==> config.mk <==
export PLATFORM = sky130hd
export DESIGN_NAME = adf4158_serial_rx
export DESIGN_NICKNAME = d
export VERILOG_FILES = /design/src/rtl/adf4158_serial_rx_pkg.sv /design/src/rtl/adf4158_serial_rx_sync_edge.sv /design/src/rtl/adf4158_serial_rx.sv
export SDC_FILE = /design/constraint.sdc
export NUM_CORES = 1
export LEC_CHECK = 0
export CORE_MARGIN = 8
export CORE_UTILIZATION = 40
export DETAILED_ROUTE_END_ITERATION = 6
export PLACE_DENSITY_LB_ADDON = 0.05
export RECOVER_POWER = 50
export SLEW_MARGIN = 20
export SYNTH_ARGS = -nofsm -noshare
export SYNTH_HDL_FRONTEND = slang
export SYNTH_SLANG_ARGS = --single-unit
==> constraint.sdc <==
create_clock -name clk_i -period 25.5 [get_ports clk_i]
set_input_delay 5.1 -clock clk_i [delete_from_list [all_inputs] [get_ports clk_i]]
set_output_delay 5.1 -clock clk_i [all_outputs]
set_load 0.01 [all_outputs]
==> src/rtl/adf4158_serial_rx_pkg.sv <==
// ----------------------------------------------------------------------------
// adf4158_serial_rx_pkg
//   Shared constants for the ADF4158 3-wire receive monitor: frame width,
//   shadow-file size, control-bit codes, the sub-register select bit and the
//   shadow slot assignments of the double-buffered R5/R6 registers.
//   slot_of() maps a frame's control bits and select bit to its shadow slot.
// ----------------------------------------------------------------------------
package adf4158_serial_rx_pkg;

    localparam int WORD_BITS  = 32;
    localparam int NUM_SLOTS  = 10;
    localparam int CNT_BITS   = 6;
    localparam int SUBSEL_BIT = 23;

    typedef enum logic [2:0] {
        CTRL_R0 = 3'd0,
        CTRL_R1 = 3'd1,
        CTRL_R2 = 3'd2,
        CTRL_R3 = 3'd3,
        CTRL_R4 = 3'd4,
        CTRL_R5 = 3'd5,
        CTRL_R6 = 3'd6,
        CTRL_R7 = 3'd7
    } ctrl_e;

    localparam logic [3:0] SLOT_R5_0 = 4'd5;
    localparam logic [3:0] SLOT_R5_1 = 4'd6;
    localparam logic [3:0] SLOT_R6_0 = 4'd7;
    localparam logic [3:0] SLOT_R6_1 = 4'd8;
    localparam logic [3:0] SLOT_R7   = 4'd9;

    // R0..R4 map straight onto slots 0..4; R5 and R6 each carry two
    // physical registers selected by bit 23 of the frame.
    function automatic logic [3:0] slot_of(input logic [2:0] ctrl, input logic subsel);
        logic [3:0] slot;
        slot = {1'b0, ctrl};
        case (ctrl_e'(ctrl))
            CTRL_R5: slot = subsel ? SLOT_R5_1 : SLOT_R5_0;
            CTRL_R6: slot = subsel ? SLOT_R6_1 : SLOT_R6_0;
            CTRL_R7: slot = SLOT_R7;
            default: slot = {1'b0, ctrl};
        endcase
        return slot;
    endfunction

endpackage

==> src/rtl/adf4158_serial_rx_sync_edge.sv <==
// ----------------------------------------------------------------------------
// adf4158_serial_rx_sync_edge
//   STAGES-deep flip-flop synchronizer for one asynchronous bus pin, plus
//   single-cycle rise/fall pulses derived from the synchronized level.
// Ports
//   clk   in  system clock
//   rst   in  asynchronous active-high reset
//   d     in  raw pin
//   q     out synchronized level
//   rise  out one-cycle pulse, q went 0->1
//   fall  out one-cycle pulse, q went 1->0
// ----------------------------------------------------------------------------
module adf4158_serial_rx_sync_edge #(
    parameter int   STAGES  = 2,
    parameter logic RST_VAL = 1'b0
) (
    input  logic clk,
    input  logic rst,
    input  logic d,
    output logic q,
    output logic rise,
    output logic fall
);

    logic [STAGES-1:0] chain;
    logic              prev;

    // NOTE: registers are assigned with <= so every flop samples the values
    // from before the edge; blocking = here would collapse the chain.
    always_ff @(posedge clk or posedge rst) begin
        if (rst) begin
            chain <= {STAGES{RST_VAL}};
            prev  <= RST_VAL;
        end else begin
            chain <= {chain[STAGES-2:0], d};
            prev  <= chain[STAGES-1];
        end
    end

    assign q    = chain[STAGES-1];
    assign rise = q & ~prev;
    assign fall = ~q & prev;

endmodule

==> src/rtl/adf4158_serial_rx.sv <==
// ----------------------------------------------------------------------------
// adf4158_serial_rx
//   Receive side of the ADF4158 SCLK/DATA/LE programming bus. The bus is
//   oversampled on clk_i, MSB-first words are shifted in on SCLK rises while
//   LE is low, and an LE rise commits a complete frame into a 10-slot shadow
//   register file selected by the control bits (and bit 23 for R5/R6).
// Ports
//   clk_i, rst_i   system clock, asynchronous active-high reset
//   ce_i           chip enable (low = powered down, bus ignored)
//   sclk_i         serial clock, data taken on its rising edge
//   sdata_i        serial data, MSB first
//   le_i           load enable, low while shifting, rise commits
//   rd_slot_i      shadow read index; rd_data_o is 0 for indices above 9
//   rd_data_o      combinational shadow read
//   word_o/slot_o  last committed word and its slot
//   valid_o        one-cycle pulse when word_o/slot_o update
//   frame_err_o    one-cycle pulse when LE rose on a wrong bit count
//   loaded_o       per-slot written-since-reset flags
//   all_loaded_o   every slot written
// ----------------------------------------------------------------------------
module adf4158_serial_rx #(
    parameter int WORD_BITS   = adf4158_serial_rx_pkg::WORD_BITS,
    parameter int SYNC_STAGES = 2
) (
    input  logic                 clk_i,
    input  logic                 rst_i,
    input  logic                 ce_i,
    input  logic                 sclk_i,
    input  logic                 sdata_i,
    input  logic                 le_i,
    input  logic [3:0]           rd_slot_i,
    output logic [WORD_BITS-1:0] rd_data_o,
    output logic [WORD_BITS-1:0] word_o,
    output logic [3:0]           slot_o,
    output logic                 valid_o,
    output logic                 frame_err_o,
    output logic [9:0]           loaded_o,
    output logic                 all_loaded_o
);

    import adf4158_serial_rx_pkg::*;

    logic sclk_s, sclk_rise, sclk_fall;
    logic sdata_s, sdata_rise, sdata_fall;
    logic le_s, le_rise, le_fall;
    logic ce_s, ce_rise, ce_fall;

    // All four pins share the same synchronizer depth so that their relative
    // timing on the bus is preserved after synchronization.
    adf4158_serial_rx_sync_edge #(.STAGES(SYNC_STAGES), .RST_VAL(1'b0)) u_sync_sclk (
        .clk(clk_i), .rst(rst_i), .d(sclk_i), .q(sclk_s), .rise(sclk_rise), .fall(sclk_fall)
    );
    adf4158_serial_rx_sync_edge #(.STAGES(SYNC_STAGES), .RST_VAL(1'b0)) u_sync_sdata (
        .clk(clk_i), .rst(rst_i), .d(sdata_i), .q(sdata_s), .rise(sdata_rise), .fall(sdata_fall)
    );
    // LE idles high between frames; starting its synchronizer high keeps a
    // bus that is already idle at reset release from looking like a commit.
    adf4158_serial_rx_sync_edge #(.STAGES(SYNC_STAGES), .RST_VAL(1'b1)) u_sync_le (
        .clk(clk_i), .rst(rst_i), .d(le_i), .q(le_s), .rise(le_rise), .fall(le_fall)
    );
    adf4158_serial_rx_sync_edge #(.STAGES(SYNC_STAGES), .RST_VAL(1'b0)) u_sync_ce (
        .clk(clk_i), .rst(rst_i), .d(ce_i), .q(ce_s), .rise(ce_rise), .fall(ce_fall)
    );

    logic unused_sync;
    assign unused_sync = ^{sclk_s, sclk_fall, sdata_rise, sdata_fall, ce_rise, ce_fall};

    logic [WORD_BITS-1:0] sr;
    logic [CNT_BITS-1:0]  bit_cnt;
    logic [WORD_BITS-1:0] shadow [NUM_SLOTS];
    logic                 shift_en;
    logic                 commit_en;
    logic                 frame_ok;
    logic [3:0]           new_slot;

    // A shift needs LE low in the same synced cycle, so an SCLK rise that
    // coincides with the LE rise is dropped and the commit uses the old count.
    assign shift_en  = sclk_rise & ~le_s & ce_s;
    assign commit_en = le_rise & ce_s;
    assign frame_ok  = (bit_cnt == CNT_BITS'(WORD_BITS));
    assign new_slot  = slot_of(sr[2:0], sr[SUBSEL_BIT]);

    // Bit counter saturates so an overlong frame can never wrap back to a
    // legal count.
    always_ff @(posedge clk_i or posedge rst_i) begin
        if (rst_i) begin
            bit_cnt <= '0;
        end else if (!ce_s || le_rise) begin
            bit_cnt <= '0;
        end else if (le_fall) begin
            bit_cnt <= shift_en ? CNT_BITS'(1) : '0;
        end else if (shift_en && bit_cnt != '1) begin
            bit_cnt <= bit_cnt + 1'b1;
        end
    end

    always_ff @(posedge clk_i or posedge rst_i) begin
        if (rst_i) begin
            sr <= '0;
        end else if (shift_en) begin
            sr <= {sr[WORD_BITS-2:0], sdata_s};
        end
    end

    always_ff @(posedge clk_i or posedge rst_i) begin
        if (rst_i) begin
            word_o      <= '0;
            slot_o      <= '0;
            valid_o     <= 1'b0;
            frame_err_o <= 1'b0;
            loaded_o    <= '0;
        end else begin
            valid_o     <= 1'b0;
            frame_err_o <= 1'b0;
            if (commit_en) begin
                if (frame_ok) begin
                    word_o             <= sr;
                    slot_o             <= new_slot;
                    valid_o            <= 1'b1;
                    loaded_o[new_slot] <= 1'b1;
                end else begin
                    frame_err_o <= 1'b1;
                end
            end
        end
    end

    // NOTE: the shadow file is reset because reads of never-written slots
    // must return 0; that forces flops here rather than an inferred RAM.
    always_ff @(posedge clk_i or posedge rst_i) begin
        if (rst_i) begin
            for (int i = 0; i < NUM_SLOTS; i++) begin
                shadow[i] <= '0;
            end
        end else if (commit_en && frame_ok) begin
            shadow[new_slot] <= sr;
        end
    end

    // NOTE: rd_data_o gets a default before the range test so the
    // combinational read cannot infer a latch for indices 10..15.
    always_comb begin
        rd_data_o = '0;
        if (rd_slot_i < 4'(NUM_SLOTS)) begin
            rd_data_o = shadow[rd_slot_i];
        end
    end

    assign all_loaded_o = &loaded_o;

endmodule

==> metrics.yaml <==
synthesis:
  synth_async_sr_flop_share_pct: 100
  synthMuxAreaShare_pct: 31.3
  ys_seq_area_share_pct: 57.7
  synthTopCellsByArea: "dfrtp_1 (57%), mux2_2 (18%), mux2i_1 (5.5%), mux2_1 (4.2%), mux4_2 (4.0%)"
  synthCells: 1227
  yosys.area_share.simple_pct: 3.52
  synth_top_family_by_area: "multiplexers"
  yosys.cell_types.count: 45
  syn_nets: 1239
  netlist.top_cell.by_area: "dfrtp_1"
  yosysWarningCount: 0
  synth-edff-count: 0
  netlist_area_um2: 18000
  synth_top_area_share_pct: 57.3
  synth_fa_ha_area_share_pct: 0.139
  synth_ff_type: "dfrtp_1"
  synth-compound-area-share_pct: 3.63
  synth_seq_cells: 416
  synth-xor-area-share_pct: 0.0971
  avgSynthCellArea_um2: 14.7
cells_and_area:
  regArea_um2: 10400
  multi_input_area_um2: 6990
  areaGrowthSynthToFinish_pct: 15.0
  nNetsFinal: 1292
  nFillCells: 4044
  post-route-util_pct: 46.1
  finalNonFillerCells: 1913
  drive_above_1_share_pct: 33.0
  antenna_cells: 0
route:
  vias: 10200
  finalWirelength_mm: 43.5
  route.detailed.wl_per_inst_um: 22.7
  drt_iter0_drc: 650
  drt_pre_antenna_iters: 4
  vias_per_cell: 5.32
  ant_nets: 0
  drc_errors: 0
worst_setup_path:
  crit_path_cell_trace: "buf_6 -> buf_4 -> mux4_2 -> o21ai_0 -> o21ai_0 -> clkdlybuf4s50_1"
  path_buf_inv: 3
  worstSetupPathType: "primary input to primary output"
  critPathTopFamily: "buffers and inverters"
  crit_path_frequent_cell: "o21ai_0"
  critical_path_required_ns: 20.40
  max_stage_delay_ns: 0.84
  arrival_ns: 8.11
  end_kind: "primary output"
  critical_path.max_fanout: 55
  start_kind: "primary input"
  slowest_stage: "buf_4"
global_route:
  grt_max_degree: 113
  grt_pass1_vias: 11000
  grt.overflow.total: 0
  grtUsageTotal_pct: 16.8
  antenna_found_initial: 0
  grt_first_pass_wirelength_mm: 68.9
sta:
  relSlewSlack_pct: -234
  finalMaxSlewViolations: 454
  rsz0062_at_grt: "no"
  final.setup.tns_ns: 0
  clock.fmax_ghz: 0.0757
  finalSetupViolCount: 0
  worst_slew_pin_slew_ns: 4.98
  post-route-min-period_ns: 13.21
  final_hold_viol_count: 0
  fin_crit_sh_pct: 51.8
  fin_skew_ns: 0.0217
placement:
  numPortBuffers: 90
  dp_hpwl_mm: 23.8
  dp_cells: 1831
  gpl.final_weighted_congestion: 0.676
run_status:
  violations: "capacitance limit, slew limit"
  run_status: "complete, but fails checks"
floorplanning:
  die-area_um2: 52200
  dieHeight_um: 228
  num_rows: 78
  ios: 91
  die_w_um: 228
  initial_core_util_pct: 40.1
  core_area_um2: 45000
clocking:
  cts_tree: "done"
  cts_setup_buffers: 0
  hold_buffers: 0
  root_buffer: "clkbuf_16"
  clk_pin_slew_ns: 0.06
  numCtsBuffers: 47
  clk_latency_ns: 0.57
  cts_resized: 0
  cts_buffer_depth: 3
  cts.htree.levels: 2
  cts.sinks: 416
power:
  ir_drop_mv: 0.0393
  power.density_nw_per_um2: 67.1
  cellLeakagePower_nw: 10.1
hold_path:
  hp-class: "flip-flop to flip-flop"
flow_run:
  cap_violations: 11
==> worst paths after layout <==
kind                                             from  cells after the start                    end  slack, ns
max in group asynchronous                       rst_i                      5            shadow[233]      15.14
worst max-delay path                     rd_slot_i[0]                      6          rd_data_o[23]      12.29
worst min register to register  u_sync_sdata.chain[0]                      0  u_sync_sdata.chain[1]       0.35
worst min-delay path            u_sync_sdata.chain[0]                      0  u_sync_sdata.chain[1]       0.35
worst max register to register             bit_cnt[0]                      6            shadow[245]      19.57
min in group asynchronous                       rst_i                      2                valid_o       6.50
==> cells by family after synthesis <==
group | count (synthesis)
compound gates | 101
xor+xnor | 2
buf+inv | 120
simple gates | 105
mux | 481
fa+ha+maj | 2
flops | 416
==> layout make-up <==
type	count	share of cell area (%)
Sequential cell	416	50.2
Clock buffer	76	6.93
Timing Repair Buffer	115	5.05
Clock inverter	6	0.386
Tap cell	600	3.62
Multi-Input combinational cell	691	33.7
Inverter	9	0.169
==> Yosys cell counts, drive strengths merged (17+ instances only) <==
library cell and instances:
dfrtp 413, mux2 349, mux2i 100, buf 64, clkbuf 47, o21ai 39, a22oi 33, mux4 32
or2 23, nand2 17
==> power by group <==
part	internal [W]	total, W	switching [W]
clock network	0.000402	0.000666	0.000264
registers	0.000664	0.000672	0.00000842
logic	0.0000173	0.0000538	0.0000365
==> registers in the layout, summed over array words and instances (netlist names) <==
signal and cells:
u_sync_ce.chain 2, slot_o 4, u_sync_sdata.chain 2, sr 32, u_sync_le.prev 1, u_sync_sclk.chain 2
loaded_o 10, u_sync_le.chain 2, word_o 32, frame_err_o 1, shadow 320, u_sync_sclk.prev 1
bit_cnt 6, valid_o 1
==> placed cells by master (no fill, tap or decap), types with 6 or more instances in the layout <==
cell,instances
buf_4,13
nor2b_1,10
nor2_1,9
mux2_1,67
a221oi_1,10
o22ai_1,11
mux2i_1,100
inv_1,8
clkbuf_1,27
or2_2,23
clkbuf_8,11
clkbuf_16,49
clkdlybuf4s50_1,83
dfrtp_1,413
a22oi_1,33
mux4_2,32
nand2_1,17
o21ai_0,39
mux2_2,282
nand2b_1,6
==> metal layers <==
metal	vias up	part of all wire [%]	GRT usage (%)
met3	38	3.9	3.19
met2	157	47	26.7
met5	-	0	0
met1	5434	48	23.5
met4	0	1.4	4.05
li1	4539	-	-
==> metrics by stage <==
step	setup slack (ns)	power (W)	hold WS, ns	cell area, um^2
floorplan	8.83	0.000718	0.331	18000
global placement	12.11	0.000740	0.332	19300
detailed placement	12.35	0.000741	0.337	19300
CTS	12.34	0.00142	0.351	20800
global route	12.13	0.00145	0.354	20800
finish	12.29	0.00139	0.349	20800
Note: power is estimated with default switching activity, not from simulation.
